--- src/rtl/ir_pkg.sv ---
// Shared definitions for the IR prefetch buffer: immediate-format encodings,
// default field widths and the derived immediate width.
package ir_pkg;

    localparam logic [1:0] IMM_SEXT      = 2'b00;
    localparam logic [1:0] IMM_ZEXT      = 2'b01;
    localparam logic [1:0] IMM_SEXT_SHL1 = 2'b10;
    localparam logic [1:0] IMM_RAW       = 2'b11;

    localparam int unsigned WORD_W_DEF = 16;
    localparam int unsigned OP_W_DEF   = 4;
    localparam int unsigned RS_W_DEF   = 3;
    localparam int unsigned RD_W_DEF   = 3;
    localparam int unsigned DEPTH_DEF  = 4;

    // Whatever is left below opcode, rs and rd is the immediate field.
    function automatic int imm_width(input int word_w, input int op_w,
                                     input int rs_w, input int rd_w);
        return word_w - op_w - rs_w - rd_w;
    endfunction

endpackage

--- src/rtl/ir_fifo.sv ---
// DEPTH x WIDTH circular buffer with push, pop, flush and occupancy count.
// The head word is presented combinationally on rdata.
module ir_fifo
    import ir_pkg::*;
#(
    parameter int unsigned WIDTH = WORD_W_DEF,
    parameter int unsigned DEPTH = DEPTH_DEF,
    localparam int unsigned PTR_W = $clog2(DEPTH),
    localparam int unsigned CNT_W = $clog2(DEPTH + 1)
) (
    input  logic             clk,
    input  logic             rst,
    input  logic             flush,
    input  logic             push,
    input  logic [WIDTH-1:0] wdata,
    input  logic             pop,
    output logic [WIDTH-1:0] rdata,
    output logic [CNT_W-1:0] count,
    output logic             full,
    output logic             empty
);

    if (DEPTH < 2 || (DEPTH & (DEPTH - 1)) != 0) begin : g_bad_depth
        $error("ir_fifo: DEPTH must be a power of two and at least 2");
    end

    logic [WIDTH-1:0] mem [DEPTH];
    logic [PTR_W-1:0] wr_ptr_q, rd_ptr_q;
    logic [CNT_W-1:0] cnt_q;
    logic             do_push, do_pop;

    assign full    = (cnt_q == CNT_W'(DEPTH));
    assign empty   = (cnt_q == '0);
    assign do_push = push && !full && !flush;
    assign do_pop  = pop && !empty && !flush;
    assign rdata   = mem[rd_ptr_q];
    assign count   = cnt_q;

    // Power-of-two depth lets the pointers wrap by plain overflow.
    always_ff @(posedge clk) begin
        if (rst || flush) begin
            wr_ptr_q <= '0;
            rd_ptr_q <= '0;
            cnt_q    <= '0;
        end else begin
            if (do_push) wr_ptr_q <= wr_ptr_q + PTR_W'(1);
            if (do_pop)  rd_ptr_q <= rd_ptr_q + PTR_W'(1);
            if (do_push && !do_pop) begin
                cnt_q <= cnt_q + CNT_W'(1);
            end else if (do_pop && !do_push) begin
                cnt_q <= cnt_q - CNT_W'(1);
            end
        end
    end

    always_ff @(posedge clk) begin
        if (do_push) mem[wr_ptr_q] <= wdata;
    end

endmodule

--- src/rtl/ir_prefetch_buffer.sv ---
// Instruction register fed by a prefetch queue, with field split and
// selectable immediate extension. Define IR_BYPASS_EN to let ld on an empty
// queue capture in_data directly.
module ir_prefetch_buffer
    import ir_pkg::*;
#(
    parameter int unsigned WORD_W = WORD_W_DEF,
    parameter int unsigned OP_W   = OP_W_DEF,
    parameter int unsigned RS_W   = RS_W_DEF,
    parameter int unsigned RD_W   = RD_W_DEF,
    parameter int unsigned DEPTH  = DEPTH_DEF,
    localparam int IMM_W          = imm_width(WORD_W, OP_W, RS_W, RD_W),
    localparam int unsigned CNT_W = $clog2(DEPTH + 1)
) (
    input  logic              clk,
    input  logic              rst,
    input  logic              flush,
    input  logic              in_valid,
    output logic              in_ready,
    input  logic [WORD_W-1:0] in_data,
    input  logic              ld,
    input  logic [1:0]        imm_mode,
    output logic              ir_valid,
    output logic [OP_W-1:0]   ir_op,
    output logic [RS_W-1:0]   ir_rs,
    output logic [RD_W-1:0]   ir_rd,
    output logic [WORD_W-1:0] ir_imm,
    output logic [CNT_W-1:0]  count
);

    if (IMM_W < 1) begin : g_bad_imm
        $error("ir_prefetch_buffer: opcode, rs and rd leave no immediate bits");
    end

    logic [WORD_W-1:0] ir_q;
    logic              ir_valid_q;
    logic [WORD_W-1:0] head;
    logic              full, empty;
    logic              push, pop, bypass;
    logic [WORD_W-1:0] sext, zext;

    always_comb begin
        bypass = 1'b0;
`ifdef IR_BYPASS_EN
        bypass = empty && in_valid && ld && !flush;
`endif
        // A bypassed word goes straight to the IR and must not also be queued.
        push = in_valid && in_ready && !flush && !bypass;
        pop  = ld && !empty && !flush;
    end

    assign in_ready = !full;

    ir_fifo #(
        .WIDTH (WORD_W),
        .DEPTH (DEPTH)
    ) u_fifo (
        .clk   (clk),
        .rst   (rst),
        .flush (flush),
        .push  (push),
        .wdata (in_data),
        .pop   (pop),
        .rdata (head),
        .count (count),
        .full  (full),
        .empty (empty)
    );

    always_ff @(posedge clk) begin
        if (rst) begin
            ir_q       <= '0;
            ir_valid_q <= 1'b0;
        end else if (flush) begin
            ir_valid_q <= 1'b0;
        end else if (bypass) begin
            ir_q       <= in_data;
            ir_valid_q <= 1'b1;
        end else if (ld) begin
            if (!empty) begin
                ir_q       <= head;
                ir_valid_q <= 1'b1;
            end else begin
                ir_valid_q <= 1'b0;
            end
        end
    end

    assign ir_valid = ir_valid_q;
    assign ir_op    = ir_q[WORD_W-1 -: OP_W];
    assign ir_rs    = ir_q[WORD_W-OP_W-1 -: RS_W];
    assign ir_rd    = ir_q[WORD_W-OP_W-RS_W-1 -: RD_W];

    always_comb begin
        sext = '0;
        zext = '0;
        for (int i = 0; i < WORD_W; i++) begin
            if (i < IMM_W) begin
                sext[i] = ir_q[i];
                zext[i] = ir_q[i];
            end else begin
                sext[i] = ir_q[IMM_W-1];
                zext[i] = 1'b0;
            end
        end
    end

    always_comb begin
        case (imm_mode)
            IMM_SEXT:      ir_imm = sext;
            IMM_ZEXT:      ir_imm = zext;
            IMM_SEXT_SHL1: ir_imm = {sext[WORD_W-2:0], 1'b0};
            IMM_RAW:       ir_imm = ir_q;
            default:       ir_imm = ir_q;
        endcase
    end

endmodule

--- config.mk ---
export PLATFORM = sky130hd
export DESIGN_NAME = ir_prefetch_buffer
export DESIGN_NICKNAME = d
export VERILOG_FILES = /design/src/rtl/ir_pkg.sv /design/src/rtl/ir_fifo.sv /design/src/rtl/ir_prefetch_buffer.sv
export SDC_FILE = /design/constraint.sdc
export NUM_CORES = 1
export LEC_CHECK = 0
export BUFFER_PORTS_ARGS = -buffer_cell sky130_fd_sc_hd__buf_2
export CORE_AREA = 2 2 87 81
export CTS_CLUSTER_DIAMETER = 80
export DETAILED_ROUTE_END_ITERATION = 8
export DIE_AREA = 0 0 89 83
export GPL_TIMING_DRIVEN = 0
export PLACE_DENSITY = 0.84
export SYNTH_ARGS = -nofsm -noshare
export SYNTH_HDL_FRONTEND = slang
export SYNTH_SLANG_ARGS = --single-unit
export TNS_END_PERCENT = 30
--- constraint.sdc ---
create_clock -name clk -period 2.7 [get_ports clk]
set_input_delay 0.27 -clock clk [delete_from_list [all_inputs] [get_ports clk]]
set_output_delay 0.27 -clock clk [all_outputs]
set_load 0.03 [all_outputs]
==> flow_metrics.tcl <==
set metrics [dict create \
    area_growth_pct 16.1 \
    grt_overflow 0 \
    worst_slew_pin_slew_ps 822 \
    numCtsBuffers 9 \
    final_core_util 0.637 \
    pwr-share-clk 0.342 \
    n_fill_cell 495 \
    cellLeakagePower_nw 1.64 \
    pwr-share-seq 0.589 \
    clk_pin_slew_ps 80 \
    synthCells 204 \
    core-area_sq_mm 0.00645 \
    finalNonFillerCells 363 \
    postCtsSetupBuffers 0 \
    synth_area_per_cell_sq_um 17.4 \
    routedWlPerCell_um 15.2 \
    async_reset_ff_frac 0 \
    dp_cells 347 \
    postCtsHoldBufs 0 \
    synth_top_area_share 0.543 \
    finalSetupTns_ps 0 \
    finalSetupViolCount 0 \
    synth_area_leaders "edfxtp_1 54%, dfxtp_1 14%, mux4_2 7.0%" \
    grt_max_degree 17 \
    power.internal_mw 2.00 \
    dp_slack_ps 383 \
    relSlewSlack 0.452 \
    place_congestion 0.737 \
    postRouteAntennaNets 0 \
    fmaxAchievable_mhz 423 \
    synthesis.nets 233 \
    drt_pre_antenna_iters 5 \
    cts.sinks 88 \
    cp-start-kind "flop" \
    cap_violations 0 \
    clock_path_buffers 2 \
    rsz0062_at_grt "no" \
    synth_edf_count 64 \
    die_h_um 83 \
    ios 54 \
    h-tree-depth 3 \
    dpl.hpwl_mm 3.82 \
    port_buffers 53 \
    drive_above_1_share 0.366 \
    cp.required_ps 2980 \
    end_kind "flop" \
    slew_viol_final 0 \
    via_per_inst 5.15 \
    critical_path_class "reg -> reg" \
    drt_iter0_drc 162 \
    hp-class "in -> reg" \
    p_sw_uw 526 \
    ys_types 35 \
    critPathArrivalTime_ps 2640 \
    yosys.area.top_type "edfxtp_1" \
    period_share 0.876 \
    layout_commonest_cell "edfxtp_1" \
    seq_area_frac_synth 0.679 \
    dieArea_sq_mm 0.00739 \
    combPwrFrac 0.069 \
    crit_path_max_fanout 7 \
    synth_flop_cell "edfxtp_1" \
    final.min_clock_period_ps 2370 \
    ys.warnings.count 0 \
    syn_area_sq_mm 0.00354 \
    power.density_mw_per_mm2 615 \
    dpl_cell_area_sq_mm 0.00392 \
    ys_seq_elements 88 \
    cts-root-buf "clkbuf_8" \
    rows 28 \
    grt.total_usage 0.167 \
    initial_core_util 0.549 \
    drt_wl_total_mm 5.52 \
    hold_violations 0 \
    final_cell_mix "64 x edfxtp_1, 54 x buf_2, 24 x dfxtp_1" \
    worst_slack_ps 334 \
    antenna_found_initial 0 \
    swShare 0.208 \
    grt_pass1_vias 1940 \
    diodes 0 \
    vias 1870 \
    drc 0 \
    cts-resized-gates 0 \
    ir_drop_mv 0.258 \
    grt_pass1_wl_mm 9.08 \
    final_nets 297 \
    cts_tree "built" \
    chipWidth_um 89 \
    status "finished, final reports clean" \
    skew_ps 7.26 \
    final_area_sq_mm 0.00411 \
    worstSkewPairLatency_ps 340 \
]
[worst max-delay path, cell delays in order (launching register included)]
cell and delay [ps]:
dfxtp_1 480, nor3b_1 140, nor3_1 370, ha_1 270, inv_1 60, fa_1 370
xor2_1 160, or3_1 300, a21oi_1 140
[cell families (layout without fill, tap and decap cells)]
family | after synthesis | count (layout) | share of synthesized area
compound gates | 37 | 37 | 0.0824
xor+xnor | 4 | 4 | 0.00990
fa+ha+maj | 6 | 6 | 0.0233
buf+inv | 26 | 95 | 0.0470
flops | 88 | 88 | 0.679
mux | 22 | 22 | 0.126
simple gates | 21 | 21 | 0.0329
[layer usage]
layer  routed length, um  GRT usage
met5                   0          0
met3                 264     0.0437
met4                  95     0.0828
met2                2670      0.259
met1                2490      0.218
[state kept, by name, summed over array words and instances, names as in the netlist]
register	cells
ir_valid	1
u_fifo.count	3
u_fifo.rd_ptr_q	2
u_fifo.wr_ptr_q	2
ir_q	16
u_fifo.mem	64
[through the flow]
step	power, mW	hold slack (ps)
2_1_floorplan	1.64	369
3_3_place_gp	1.69	456
3_5_place_dp	1.70	464
4_1_cts	2.55	126
5_1_grt	2.64	126
6_report	2.53	139
[power by group through the flow]
| stage | combinational [mW] | clock (mW) | sequential, mW |
|---|---|---|---|
| global route | 0.192 | 0.953 | 1.49 |
| floorplan | 0.113 | 0 | 1.52 |
| finish | 0.174 | 0.865 | 1.49 |
| CTS | 0.176 | 0.880 | 1.49 |
| detailed placement | 0.175 | 0 | 1.52 |
| global placement | 0.170 | 0 | 1.52 |
[cells in the mapped netlist, drive strengths merged, types with 2 or more instances]
master	instances
edfxtp	64
inv	6
nor2	5
a22o	16
mux2	5
o21ai	3
xor2	3
nand2b	2
mux4	16
buf	17
and2	6
ha	5
a21o	10
nand3	2
clkbuf	3
dfxtp	24
a21oi	5
[layout make-up]
class                   instances  area [sq um]  share of cell area
inverters                       6          22.5             0.00548
flip-flops and latches         88          2400               0.585
clock buffers                  13           149              0.0362
repair buffers                 53           265              0.0646
well taps                      90           113              0.0274
multi-input cells              90           971               0.236
plain buffers                  20           144              0.0350
clock inverters                 3          42.5              0.0104
[worst paths after layout]
check | start | slack (ps) | cells after the start | endpoint
max | u_fifo.count[0] | 330 | 8 | u_fifo.count[2]
min | in_data[1] | 140 | 1 | u_fifo.mem[1][1]
max reg2reg | u_fifo.count[0] | 330 | 8 | u_fifo.count[2]
min reg2reg | ir_valid | 470 | 2 | ir_valid
(Power assumes the default switching activity.)
